===== config.mk =====
export PLATFORM = sky130hd
export DESIGN_NAME = pc_fetch_ctrl
export DESIGN_NICKNAME = d
export VERILOG_FILES = /design/src/rtl/pc_fetch_ctrl.sv
export SDC_FILE = /design/constraint.sdc
export NUM_CORES = 1
export LEC_CHECK = 0
export ABC_CLOCK_PERIOD_IN_PS = 2400
export CORE_ASPECT_RATIO = 2
export CORE_UTILIZATION = 40
export CTS_CLUSTER_DIAMETER = 200
export DETAILED_ROUTE_END_ITERATION = 7
export PLACE_DENSITY = 0.71
export SKIP_CTS_REPAIR_TIMING = 1
export SLEW_MARGIN = 20
export SYNTH_ARGS = -nofsm -noshare
export SYNTH_HDL_FRONTEND = slang
export SYNTH_SLANG_ARGS = --single-unit

===== constraint.sdc =====
create_clock -name clk -period 2.4 [get_ports clk]
set_clock_uncertainty 0.05 [all_clocks]
set_input_delay 0.6 -clock clk [delete_from_list [all_inputs] [get_ports clk]]
set_output_delay 0.6 -clock clk [all_outputs]
set_load 0.01 [all_outputs]

===== src/rtl/pc_fetch_ctrl.sv =====
// Fetch-stage sequencer: owns the PC, issues one instruction fetch at a time,
// and presents fetched instructions to decode through a stallable slot.
module pc_fetch_ctrl #(
  parameter logic [31:0] RESET_PC = 32'h0000_0000
) (
  input  logic        clk,
  input  logic        rst,
  output logic        imem_req_valid,
  input  logic        imem_req_ready,
  output logic [31:0] imem_req_addr,
  input  logic        imem_rsp_valid,
  input  logic [31:0] imem_rsp_data,
  input  logic        redirect_valid,
  input  logic [31:0] redirect_pc,
  input  logic        stall,
  output logic        if_valid,
  output logic [31:0] if_pc,
  output logic [31:0] if_instr,
  output logic [31:0] pc,
  output logic        misaligned
);

  typedef enum logic [2:0] {
    IDLE  = 3'd0,
    REQ   = 3'd1,
    WAIT  = 3'd2,
    HOLD  = 3'd3,
    DRAIN = 3'd4
  } state_t;

  state_t      state, state_nxt;
  logic [31:0] hold_data;
  logic        consume;
  logic        slot_free;

  assign consume   = if_valid & ~stall;
  assign slot_free = ~if_valid | consume;

  always_ff @(posedge clk) begin
    if (rst) state <= IDLE;
    else     state <= state_nxt;
  end

  // Redirect outranks everything; which state follows depends on whether a
  // stale request is left outstanding that must be drained.
  always_comb begin
    state_nxt = state;
    if (redirect_valid) begin
      unique case (state)
        REQ:     state_nxt = imem_req_ready ? DRAIN : REQ;
        WAIT:    state_nxt = imem_rsp_valid ? REQ : DRAIN;
        DRAIN:   state_nxt = imem_rsp_valid ? REQ : DRAIN;
        default: state_nxt = REQ;
      endcase
    end else begin
      unique case (state)
        IDLE:    state_nxt = REQ;
        REQ:     if (imem_req_ready) state_nxt = WAIT;
        WAIT:    if (imem_rsp_valid) state_nxt = slot_free ? REQ : HOLD;
        HOLD:    if (consume) state_nxt = REQ;
        DRAIN:   if (imem_rsp_valid) state_nxt = REQ;
        default: state_nxt = IDLE;
      endcase
    end
  end

  always_comb begin
    imem_req_valid = (state == REQ);
    imem_req_addr  = pc;
  end

  // PC, output slot and hold buffer. The PC only advances when an instruction
  // enters the slot, so it also names the instruction in the hold buffer.
  always_ff @(posedge clk) begin
    if (rst) begin
      pc         <= RESET_PC;
      if_valid   <= 1'b0;
      if_pc      <= 32'h0;
      if_instr   <= 32'h0;
      hold_data  <= 32'h0;
      misaligned <= 1'b0;
    end else if (redirect_valid) begin
      pc         <= {redirect_pc[31:2], 2'b00};
      if_valid   <= 1'b0;
      hold_data  <= 32'h0;
      misaligned <= |redirect_pc[1:0];
    end else begin
      misaligned <= 1'b0;
      if (state == WAIT && imem_rsp_valid && slot_free) begin
        if_valid <= 1'b1;
        if_pc    <= pc;
        if_instr <= imem_rsp_data;
        pc       <= pc + 32'd4;
      end else if (state == WAIT && imem_rsp_valid) begin
        hold_data <= imem_rsp_data;
      end else if (state == HOLD && consume) begin
        if_valid  <= 1'b1;
        if_pc     <= pc;
        if_instr  <= hold_data;
        hold_data <= 32'h0;
        pc        <= pc + 32'd4;
      end else if (consume) begin
        if_valid <= 1'b0;
      end
    end
  end

endmodule


# Word-level counts from Yosys, hierarchy flattened
# Index checks and enable logic that the tools add are counted.
# classes
order_cmp	0
reduce_logical	18
mux	26
n_div	0
shift	0
bitwise_logic	6
mul	0
eq_ne	10
add_sub_neg	1
# ops
cell	n
32-bit two-way mux	12
32-bit by 3-bit adder with 32-bit output (second input constant)	1
3-bit two-way mux	7
3-bit one-hot mux with 5 select lines	1
3-bit inequality test (second input constant)	3
2-bit AND reduction	4
2-bit OR reduction	4
3-bit by 2-bit equality test with 1-bit output (second input constant)	2
3-bit one-hot mux with 2 select lines	1
3-bit nonzero test	2
1-bit two-way mux	4
1-bit inverter	4
4-bit AND reduction	1
2-bit nonzero test	2
3-bit by 1-bit equality test with 1-bit output (second input constant)	1
3-bit equality test (second input constant)	1
1-bit logical AND	3
3-bit logical NOT	1
3-bit by 1-bit inequality test with 1-bit output (second input constant)	1
3-bit by 2-bit inequality test with 1-bit output (second input constant)	1
3-bit AND reduction	1
2-bit two-way mux	1
2-bit by 1-bit inequality test with 1-bit output (second input constant)	1
1-bit AND	1
1-bit OR	1
# totals
out_inout_bits	131
ram_bits	0
in_bits	70
memories	0
mem_bits_ro	0
latchBits	0
word_cells	69
register_bits	133

# Logic depth before layout (Yosys ltp)
# logic_depth
depth_word	7
mapped_depth	7
ltp_nobuf	5

# Worst setup path after synthesis
# OpenSTA, ideal clock, no wires.
# synth_timing
path_type	input-to-reg
from	input stall
to	register pc[13] (netlist: imem_req_addr[13])
arrival_time_ns	1.948
required_time_ns	2.238
path_stages	4
setup_slack_ns	0.289
n_path_buf	0
cell_sequence	o2bb2ai_2 > or4_4 > or3_1 > a2111oi_1
# synth_between
elab_chain_len	6
elab_cells_between_ends	10
cone_classes	eq/ne (1); mux (2); bitwise (3); reduce/logical (4)
# synth_lines
element	line_no	source
from (decl)	15	input logic stall,
1-bit inverter (*)	36	assign consume = if_valid & ~stall;
1-bit AND (*)	36	
1-bit OR	37	assign slot_free = ~if_valid | consume;
1-bit logical AND	89	if (state == WAIT && imem_rsp_valid && slot_free) begin
3-bit by 2-bit inequality test with 1-bit output (no line), or another cell as far along	-	
2-bit AND reduction (no line) or 32-bit two-way mux (tied branches)	-	
to (signal assigned)	83	pc <= {redirect_pc[31:2], 2'b00};
to (signal assigned)	93	pc <= pc + 32'd4;
to (signal assigned)	101	pc <= pc + 32'd4;
to (decl)	19	output logic [31:0] pc,
# Every way passes the cells marked *; elsewhere a longest branch is shown, timed or not.
# A chain may end at the register's enable or synchronous reset.

# Worst setup path in the final report
# layout_timing
from	register pc[27] (netlist: imem_req_addr[27])
to	output pc[27]
# No word-level cell between the ends.

==> metrics.md <==
| Metric | Value |
|---|---|
| Status | `finished clean` |
| CP Data Arrival Time | `1590 ps` |
| Cell taking the most area after synthesis | `dfxtp_1` |
| Final hold violation count | `0` |
| Die Width | `89.0 um` |
| Synth Instances | `722` |
| Yosys top cell area share | `0.426` |
| EDFF count, synth | `0` |
| Pwr Density | `614 mW/mm^2` |
| Post-synth top cells | `dfxtp_1, nor2_1, nand2_1, clkbuf_1, buf_4` |
| Total of max-cap violations | `0` |
| Vias in the first global route | `5,853` |
| Worst-Skew Late Latency | `410 ps` |
| Period utilization | `0.932` |
| #FFs+latches synth | `129` |
| Port Buffers | `194` |
| Leakage power | `3.20 nW` |
| Synth area leaders | `dfxtp_1, nor2_1, mux2i_1` |
| Peak supply drop | `0.653 mV` |
| DR vias/cell | `5.47` |
| Worst min path class | `flop to flop` |
| H-tree depth | `4` |
| Number of routed nets with antenna violations | `0` |
| Max Fclk | `0.447 GHz` |
| Clock tree sinks | `129` |
| Ys flop type | `dfxtp_1` |
| Sum Neg Setup Slack | `0 ps` |
| DIE HEIGHT | `176 um` |
| FP Rows | `63` |
| Pins Over Slew Limit | `0` |
| Pre-Repair DR Iteration Count | `4` |
| Endpoint class of the critical path | `output port` |
| Syn avg cell area | `8.39 um^2` |
| Hold slack | `401 ps` |
| Crit path cell chain | `clkdlybuf4s50_1` |
| Clock Tree Root | `clkbuf_16` |
| Initial core utilization | `0.409` |
| Setup Crit Path Kind | `flop to output port` |
| CTS max path bufs | `2` |
| Final cell count without fillers | `1,109` |
| WL per Instance | `17.1 um` |
| GRT Overall Usage | `0.246` |
| DR iter-0 viols | `305` |
| Min Tclk post-route | `2240 ps` |
| GP Congestion | `0.810` |
| Cell area after synthesis | `0.00606 mm^2` |
| Unrepaired setup endpoints after global routing | `false` |
| Dpl cells | `1,077` |
| Ys async rst share | `0` |
| Reg2reg setup slack | `250 ps` |
| First-pass GRT wire length | `29,600 um` |
| ANT cells | `0` |
| Remaining DRCs | `0` |
| Num CTS Buffers | `17` |
| CP max stage cell | `clkdlybuf4s50_1` |
| DP HPWL | `13,600 um` |
| Remaining Overflow, GRT | `0` |
| Crit path required time | `1750 ps` |
| CTS tree | `built` |
| Area Growth Syn to Fin | `46.3%` |
| Buf+Inv Stages, Crit Path | `1` |
| Ports | `201` |
| Utilization after layout | `0.598` |
| Via count | `6,064` |
| Core area | `0.0148 mm^2` |
| Most frequent cell after synthesis | `dfxtp_1` |
| Total Wirelength | `19,000 um` |
| Initial antenna violation count | `0` |
| Largest net degree at the start of global routing | `61` |
| CP startpoint kind | `flop` |
| Largest stage delay, worst path | `620 ps` |
| Warnings, synthesis | `0` |
| Sequential fraction of the synthesis area | `0.426` |
| Maximum net fanout on the critical path | `10` |
| Die ar. | `0.0157 mm^2` |
| Layout Nets | `972` |
| Top delay family on crit path | `buffers and inverters` |
| Clock transition at the registers of the reported paths | `60 ps` |
| Setup violators final | `0` |
| Layout cells sized above 1 | `0.107` |
| Synth cell types | `58` |
==> report_power, final <==
| part | internal, W | switching, W |
|---|---|---|
| clock network | 0.00155 | 0.00102 |
| registers | 0.00219 | 0.0000749 |
| logic | 0.000342 | 0.000275 |
==> worst reg2reg max path, cell delays in order (launching register included) <==
cell and delay, ps:
dfxtp_1 490, nor2b_1 390, nand3_1 190, buf_4 180, or4b_1 500, a311oi_1 260
==> cells by family after synthesis <==
family | after synthesis | synth area share
buf+inv | 106 | 0.0908
mux | 32 | 0.0528
compound gates | 165 | 0.199
xor+xnor | 3 | 0.00434
flops | 129 | 0.426
fa+ha+maj | 1 | 0.00206
other cells | 1 | 0.000619
simple gates | 285 | 0.224
==> stage by stage <==
| step | total power [W] | area (um^2) | setup WS (ps) |
|---|---|---|---|
| final | 0.00545 | 8870 | 164 |
| after CTS | 0.00550 | 8860 | -103 |
| after global placement | 0.00292 | 8280 | -176 |
| after global routing | 0.00563 | 8870 | 34.4 |
| after floorplan | 0.00258 | 6080 | 289 |
| after detailed placement | 0.00293 | 8280 | -209 |
==> registers in the layout, summed over array words and instances (netlist names) <==
| signal | flops |
|---|---|
| hold_data | 32 |
| if_instr | 32 |
| if_pc | 30 |
| if_valid | 1 |
| imem_req_addr | 30 |
| misaligned | 1 |
| state | 3 |
==> routing by layer <==
| layer | GRT usage | wire [um] |
|---|---|---|
| met1 | 0.248 | 6790 |
| met2 | 0.472 | 10800 |
| met3 | 0.0425 | 862 |
| met4 | 0.107 | 567 |
| met5 | 0 | 0 |
==> worst paths after layout <==
check                          from           endpoint  cells after the start
setup / recovery  imem_req_addr[27]             pc[27]                      1
hold / removal            if_pc[16]          if_pc[16]                      2
setup reg to reg           state[1]  imem_req_addr[14]                      5
hold reg to reg           if_pc[16]          if_pc[16]                      2
==> layout by cell type, fill, tap and decap left out, drive strengths merged, types with 14 or more instances in the layout <==
cell / instances
clkdlybuf4s50: 192
dfxtp: 129
nor2: 96
nand2: 85
buf: 56
a211oi: 36
a22oi: 33
a21oi: 33
mux2i: 32
clkbuf: 19
inv: 17
nand4: 16
nand3: 14
==> area by class of cell <==
cell class | count | area [um^2]
sequential | 129 | 2580
multi-input combinational | 492 | 2960
tap | 195 | 244
inverter | 12 | 45.0
fill | 1405 | 5950
timing repair buffer | 249 | 2450
clock buffer | 19 | 433
clock inverter | 13 | 150
(Power assumes the default switching activity.)
==> RTL edit 1, RTL diff (same flow settings) <==
Re-encode `state_t` (5 states) as one-hot, 5 bits wide.
--- a/src/rtl/pc_fetch_ctrl.sv
+++ b/src/rtl/pc_fetch_ctrl.sv
@@ -20,12 +20,12 @@
   output logic        misaligned
 );
 
-  typedef enum logic [2:0] {
-    IDLE  = 3'd0,
-    REQ   = 3'd1,
-    WAIT  = 3'd2,
-    HOLD  = 3'd3,
-    DRAIN = 3'd4
+  typedef enum logic [4:0] {
+    IDLE  = 5'b00001,
+    REQ   = 5'b00010,
+    WAIT  = 5'b00100,
+    HOLD  = 5'b01000,
+    DRAIN = 5'b10000
   } state_t;
 
   state_t      state, state_nxt;
Function: same outputs for any inputs over 4 cycles, from zero or initial values and one cycle with rst high; so few cycles prove little.
==> RTL edit 1 against the original RTL <==
The flow now finishes with violations (negative setup slack); combinational power shrank 11%; cell area up 3.8%; sequential power is essentially flat; routed wire length grew 0.55%; sequential cell count increased by 2; total power decreased by 3.7%; non-clock buffer count is 10 higher; worst setup slack worse by 0.20 ns; synthesized area grew 0.95%; largest power group unchanged.
==> RTL edit 1: results (changes against the original RTL) <==
[critical_path]
path_max_fanout=7  ; -3
slowest_stage=or4b_4
critPathMaxStageDelay_ns=0.50  ; -0.12 ns
critPathTopFamily=simple AND/OR/NAND/NOR gates

[yosys]
synth_cell_type_count=50  ; -14%
ys_top_cells_by_count=dfxtp_1, nor2_1, mux2i_1, a211oi_1, buf_4
yosysSeqAreaShare=0.4286  ; +0.002536
netlist_instances=657  ; -9.0%
synth.top_cells.by_area=dfxtp_1, mux2i_1, nor2_1
synthArstFlopShare=0  ; unchanged

[grt]
grt_pass1_wl_um=28210  ; -4.8%
antenna_found_initial=0  ; unchanged
grt_max_degree=36  ; -41%
grt.total_usage=0.2334  ; -0.01230
grt_pass1_vias=5677  ; -3.0%

[placed_design]
place_congestion=0.8860  ; +9.3%
dp.cells=1022  ; -5.1%
post-dp-hpwl_um=13480  ; -0.81%
port_buffers=194  ; unchanged

[detailed_routing]
drt-initial-drc-count=273  ; -10%
num_vias=5770  ; -4.8%
wirelength_um=19080  ; +0.55%
drt-pass1-iter-count=5  ; +1
drc=0  ; unchanged

[final_layout]
antenna_cells=0  ; unchanged
nets=928  ; -4.5%
largest_registers=hold_data x32, if_instr x32
drive_gt1_frac=0.1621  ; +0.05485
final_cells=1065  ; -4.0%

[power]
ir_worst_vdd_v=0.0004098  ; -37%
leakage_uw=0.003277  ; +2.5%

[outcome]
status=finished, violations left
violations=negative setup slack

[timing]
setup_viol=15  ; +15
setup_ws_ns=-0.03585  ; -0.1999 ns

[clocking]
clk_latency_ns=0.42
htreeDepth=4  ; unchanged
numCtsBuffers=17  ; unchanged
cts_buffer_depth=2  ; unchanged
cts_root_buffer=clkbuf_16

[worst_hold_path]
hold_class=flip-flop to flip-flop

-- RTL edit 1: cell types whose count changed in the layout (fill, tap and decap cells not counted), moves of 8 or more --
cell,unedited run,this run
nand3_1,14,6
a2111oi_4,0,8
a21oi_1,33,8
nor4_1,11,1
nand2_1,85,16
xnor2_1,2,21
mux2i_1,32,63
a311oi_1,12,3
a211oi_1,36,46
a211oi_2,0,16
a2111oi_0,8,0
nor2_1,95,123
-- RTL edit 1: final cells by class --
cell class,count,area [sq um]
inverter,9,33.78
clock buffer,19,452.9
fill,1208,5693
timing repair buffer,259,2599
tap,195,244.0
sequential,131,2623
clock inverter,13,100.1
multi-input combinational,439,3153
-- RTL edit 1: final timing paths --
kind / start / endpoint / slack (ns) / depth (start not counted)
max: state[3] / if_pc[11] / -0.04 / 7
min: if_pc[31] / if_pc[31] / 0.44 / 2
max reg2reg: state[3] / if_pc[11] / -0.04 / 7
min reg2reg: if_pc[31] / if_pc[31] / 0.44 / 2
-- RTL edit 1: worst reg2reg max path: stages, from the launching register on --
cell      delay [ns]
dfxtp_1         0.37
or4b_4          0.50
or3b_4          0.46
a211oi_4        0.30
buf_6           0.20
buf_12          0.15
mux2i_4         0.22
nor2_1          0.05
-- RTL edit 1: cell families (layout without fill, tap and decap cells) --
logic type               count (synthesis)  after routing  share of synthesized area
buffers and inverters                   93            300                    0.08609
flip-flops                             131            131                     0.4286
XOR/XNOR                                21             21                    0.03006
multiplexers                            64             64                     0.1047
adder cells (fa/ha/maj)                  1              1                   0.002045
other                                    1              6                  0.0006129
AND/OR/NAND/NOR                        200            201                     0.1487
AO/OA/AOI/OAI                          146            146                     0.1992
-- RTL edit 1: through the flow --
| step | total power [uW] | utilization | instance area (sq um) | setup WS [ns] | setup TNS [ns] |
|---|---|---|---|---|---|
| after floorplan | 2549 | - | 6171 | 0.02899 | 0 |
| after global placement | 2844 | 0.5603 | 8347 | -0.0006644 | -0.0006644 |
| after detailed placement | 2855 | 0.5603 | 8347 | -0.1085 | -1.060 |
| after CTS | 5284 | 0.5974 | 8900 | -0.4422 | -1.075 |
| after global routing | 5419 | 0.6179 | 9205 | -0.08373 | -2.810 |
| final | 5248 | 0.6179 | 9205 | -0.03585 | -0.2498 |
-- RTL edit 1: metal layers --
metal / vias to the layer above / wire length (um) / track usage / part of all wire
li1: 2729 / - / - / -
met1: 2803 / 6736 / 0.2330 / 0.35
met2: 183 / 10790 / 0.4367 / 0.57
met3: 55 / 753 / 0.04384 / 0.039
met4: 0 / 797 / 0.1243 / 0.042
met5: - / 0 / 0 / 0
-- RTL edit 1: power breakdown --
part           switching (uW)  internal [uW]  leakage, uW  total (uW)
registers                46.9           2210      0.00106        2260
logic                     242            309      0.00194         551
clock network            1050           1390     0.000270        2440
total                    1340           3910      0.00328        5250
==> RTL edit 2, RTL diff (same settings) <==
Without the edit above. Reset style: asynchronous (`rst`), changed in 2 clocked blocks.
--- a/src/rtl/pc_fetch_ctrl.sv
+++ b/src/rtl/pc_fetch_ctrl.sv
@@ -36,7 +36,7 @@
   assign consume   = if_valid & ~stall;
   assign slot_free = ~if_valid | consume;
 
-  always_ff @(posedge clk) begin
+  always_ff @(posedge clk or posedge rst) begin
     if (rst) state <= IDLE;
     else     state <= state_nxt;
   end
@@ -71,7 +71,7 @@
 
   // PC, output slot and hold buffer. The PC only advances when an instruction
   // enters the slot, so it also names the instruction in the hold buffer.
-  always_ff @(posedge clk) begin
+  always_ff @(posedge clk or posedge rst) begin
     if (rst) begin
       pc         <= RESET_PC;
       if_valid   <= 1'b0;
Formal check against the unedited RTL: differs if rst is asserted again (counterexample within 4 cycles, from zero or initial values and one cycle with rst high); with rst held inactive, the same outputs for 4 cycles.
==> RTL edit 2 against the original RTL <==
Fmax fell by 0.93%; synthesized area up 11%; cell area is 6.4% higher; critical path depth rose by 5; routed wire length down 1.9%; sequential cell count did not move; worst setup slack worse by 0.021 ns; non-clock buffer count fell by 20; synthesized cell count fell by 13%; highest routed layer unchanged.
Power is not compared: it rests on default switching activity, and its combinational part moved more than twofold at a synthesized area within 25%.
==> RTL edit 2: results (changes against the original RTL) <==
[critical_path]
rr_startpoint=imem_req_addr[12]
critPathArrivalTime_ns=2.47  ; +0.88 ns
slowest_stage=o311ai_0
path_max_fanout=11  ; +1
critPathMaxStageDelay_ns=0.53  ; -0.09 ns
crit_start=stall

[detailed_routing]
drt-initial-drc-count=233  ; -24%
wirelength_um=18610  ; -1.9%
via_per_inst=5.410  ; -1.1%

[yosys]
synth_cell_type_count=53  ; -8.6%
synthArstFlopShare=1.000  ; +1.000
ys_top_cells_by_count=dfrtp_1, mux2_2, nand2_1, inv_1, buf_4
synth_warnings=0  ; unchanged
synth.top_cells.by_area=dfrtp_1, mux2_2, mux2i_1
netlist_instances=625  ; -13%
yosysSeqAreaShare=0.4813  ; +0.05525

[grt]
grt_max_degree=69  ; +13%
grt_pass1_wl_um=29860  ; +0.72%
antenna_found_initial=0  ; unchanged
grt_pass1_vias=6006  ; +2.6%
grt.total_usage=0.2248  ; -0.02087

[worst_hold_path]
hp-start=if_pc[28]
hold_class=flip-flop to flip-flop

[placed_design]
port_buffers=194  ; unchanged
post-dp-hpwl_um=13570  ; -0.17%
dp.cells=989  ; -8.2%
place_congestion=0.8955  ; +11%

[final_layout]
final_cells=1019  ; -8.1%
drive_gt1_frac=0.2074  ; +0.1001
largest_registers=hold_data x32, if_instr x32
antenna_cells=0  ; unchanged
nets=875  ; -10%
fillCellCount=1435  ; +2.1%

[clocking]
clk_latency_ns=0.42
cts_root_buffer=clkbuf_16
cts_buffer_depth=2  ; unchanged
clkTransAtPathRegs_ns=0.05
numCtsBuffers=17  ; unchanged
htreeDepth=4  ; unchanged

[timing]
tightest_slew_ns=0.5438

[outcome]
status=complete, no violations

[power]
ir_worst_vdd_v=0.0005203
leakage_uw=0.004051

==> RTL edit 2: cell types whose count changed after synthesis, moves of 11 or more <==
cell and delta:
nor2_1 -78, mux2_2 +95, a22oi_1 -25, o31ai_1 +15
dfxtp_1 -129, nand2_1 -27, a211oi_1 -36, a21oi_1 -26
dfrtp_1 +129, inv_1 +30, a311oi_1 -11, clkbuf_1 -26
==> RTL edit 2: cell type report <==
| type | count | area [sq um] | area share |
|---|---|---|---|
| clock buffer | 23 | 478.0 | 0.05064 |
| inverter | 42 | 161.4 | 0.01710 |
| clock inverter | 7 | 60.06 | 0.006364 |
| timing repair buffer | 229 | 2315 | 0.2453 |
| tap | 204 | 255.2 | 0.02704 |
| multi-input combinational | 385 | 2939 | 0.3114 |
| sequential | 129 | 3229 | 0.3422 |
==> RTL edit 2: cell families after synthesis <==
| logic type | Yosys count | synth area share |
|---|---|---|
| flip-flops | 129 | 0.4813 |
| AO/OA/AOI/OAI | 67 | 0.07015 |
| other | 1 | 0.0005592 |
| AND/OR/NAND/NOR | 177 | 0.1399 |
| adder cells (fa/ha/maj) | 1 | 0.001865 |
| multiplexers | 130 | 0.2118 |
| XOR/XNOR | 4 | 0.005225 |
| buffers and inverters | 116 | 0.08918 |
==> RTL edit 2: report_power, final <==
part	internal (uW)	total [uW]	switching, uW
clock	1480	2390	909
sequential	2590	2930	341
combinational	1410	2360	949
==> RTL edit 2: final timing paths <==
path	endpoint	slack [ns]	cells after the start
min in group asynchronous	imem_req_addr[9]	0.62	3
max	imem_req_addr[23]	0.14	6
min	if_pc[28]	0.46	1
max reg2reg	imem_req_addr[23]	0.20	4
max in group asynchronous	hold_data[25]	1.38	3
min reg2reg	if_pc[28]	0.46	1
==> RTL edit 2: critical path: cells and delay by family <==
| kind | cells | cell delay, ns |
|---|---|---|
| AND/OR/NAND/NOR | 2 | 0.34 |
| buffers and inverters | 2 | 0.73 |
| AO/OA/AOI/OAI | 2 | 0.80 |
==> RTL edit 2: routing by layer <==
layer  track usage  part of all wire
met1        0.2256              0.35
met2        0.4226              0.57
met3       0.04023             0.042
met4        0.1305             0.038
met5             0                 0
==> RTL edit 2: stage by stage <==
| stage | setup TNS [ns] | setup slack (ns) | hold WS (ns) | area, sq um |
|---|---|---|---|---|
| 3_3_place_gp | -2.749 | -0.1009 | 0.4396 | 8891 |
| 5_1_grt | 0 | 0.08819 | 0.4727 | 9438 |
| 3_5_place_dp | -10.17 | -0.1994 | 0.4452 | 8891 |
| 6_report | 0 | 0.1432 | 0.4569 | 9438 |
| 4_1_cts | -0.09247 | -0.09247 | 0.4569 | 9429 |
| 2_1_floorplan | 0 | 0.1548 | 0.4429 | 6729 |
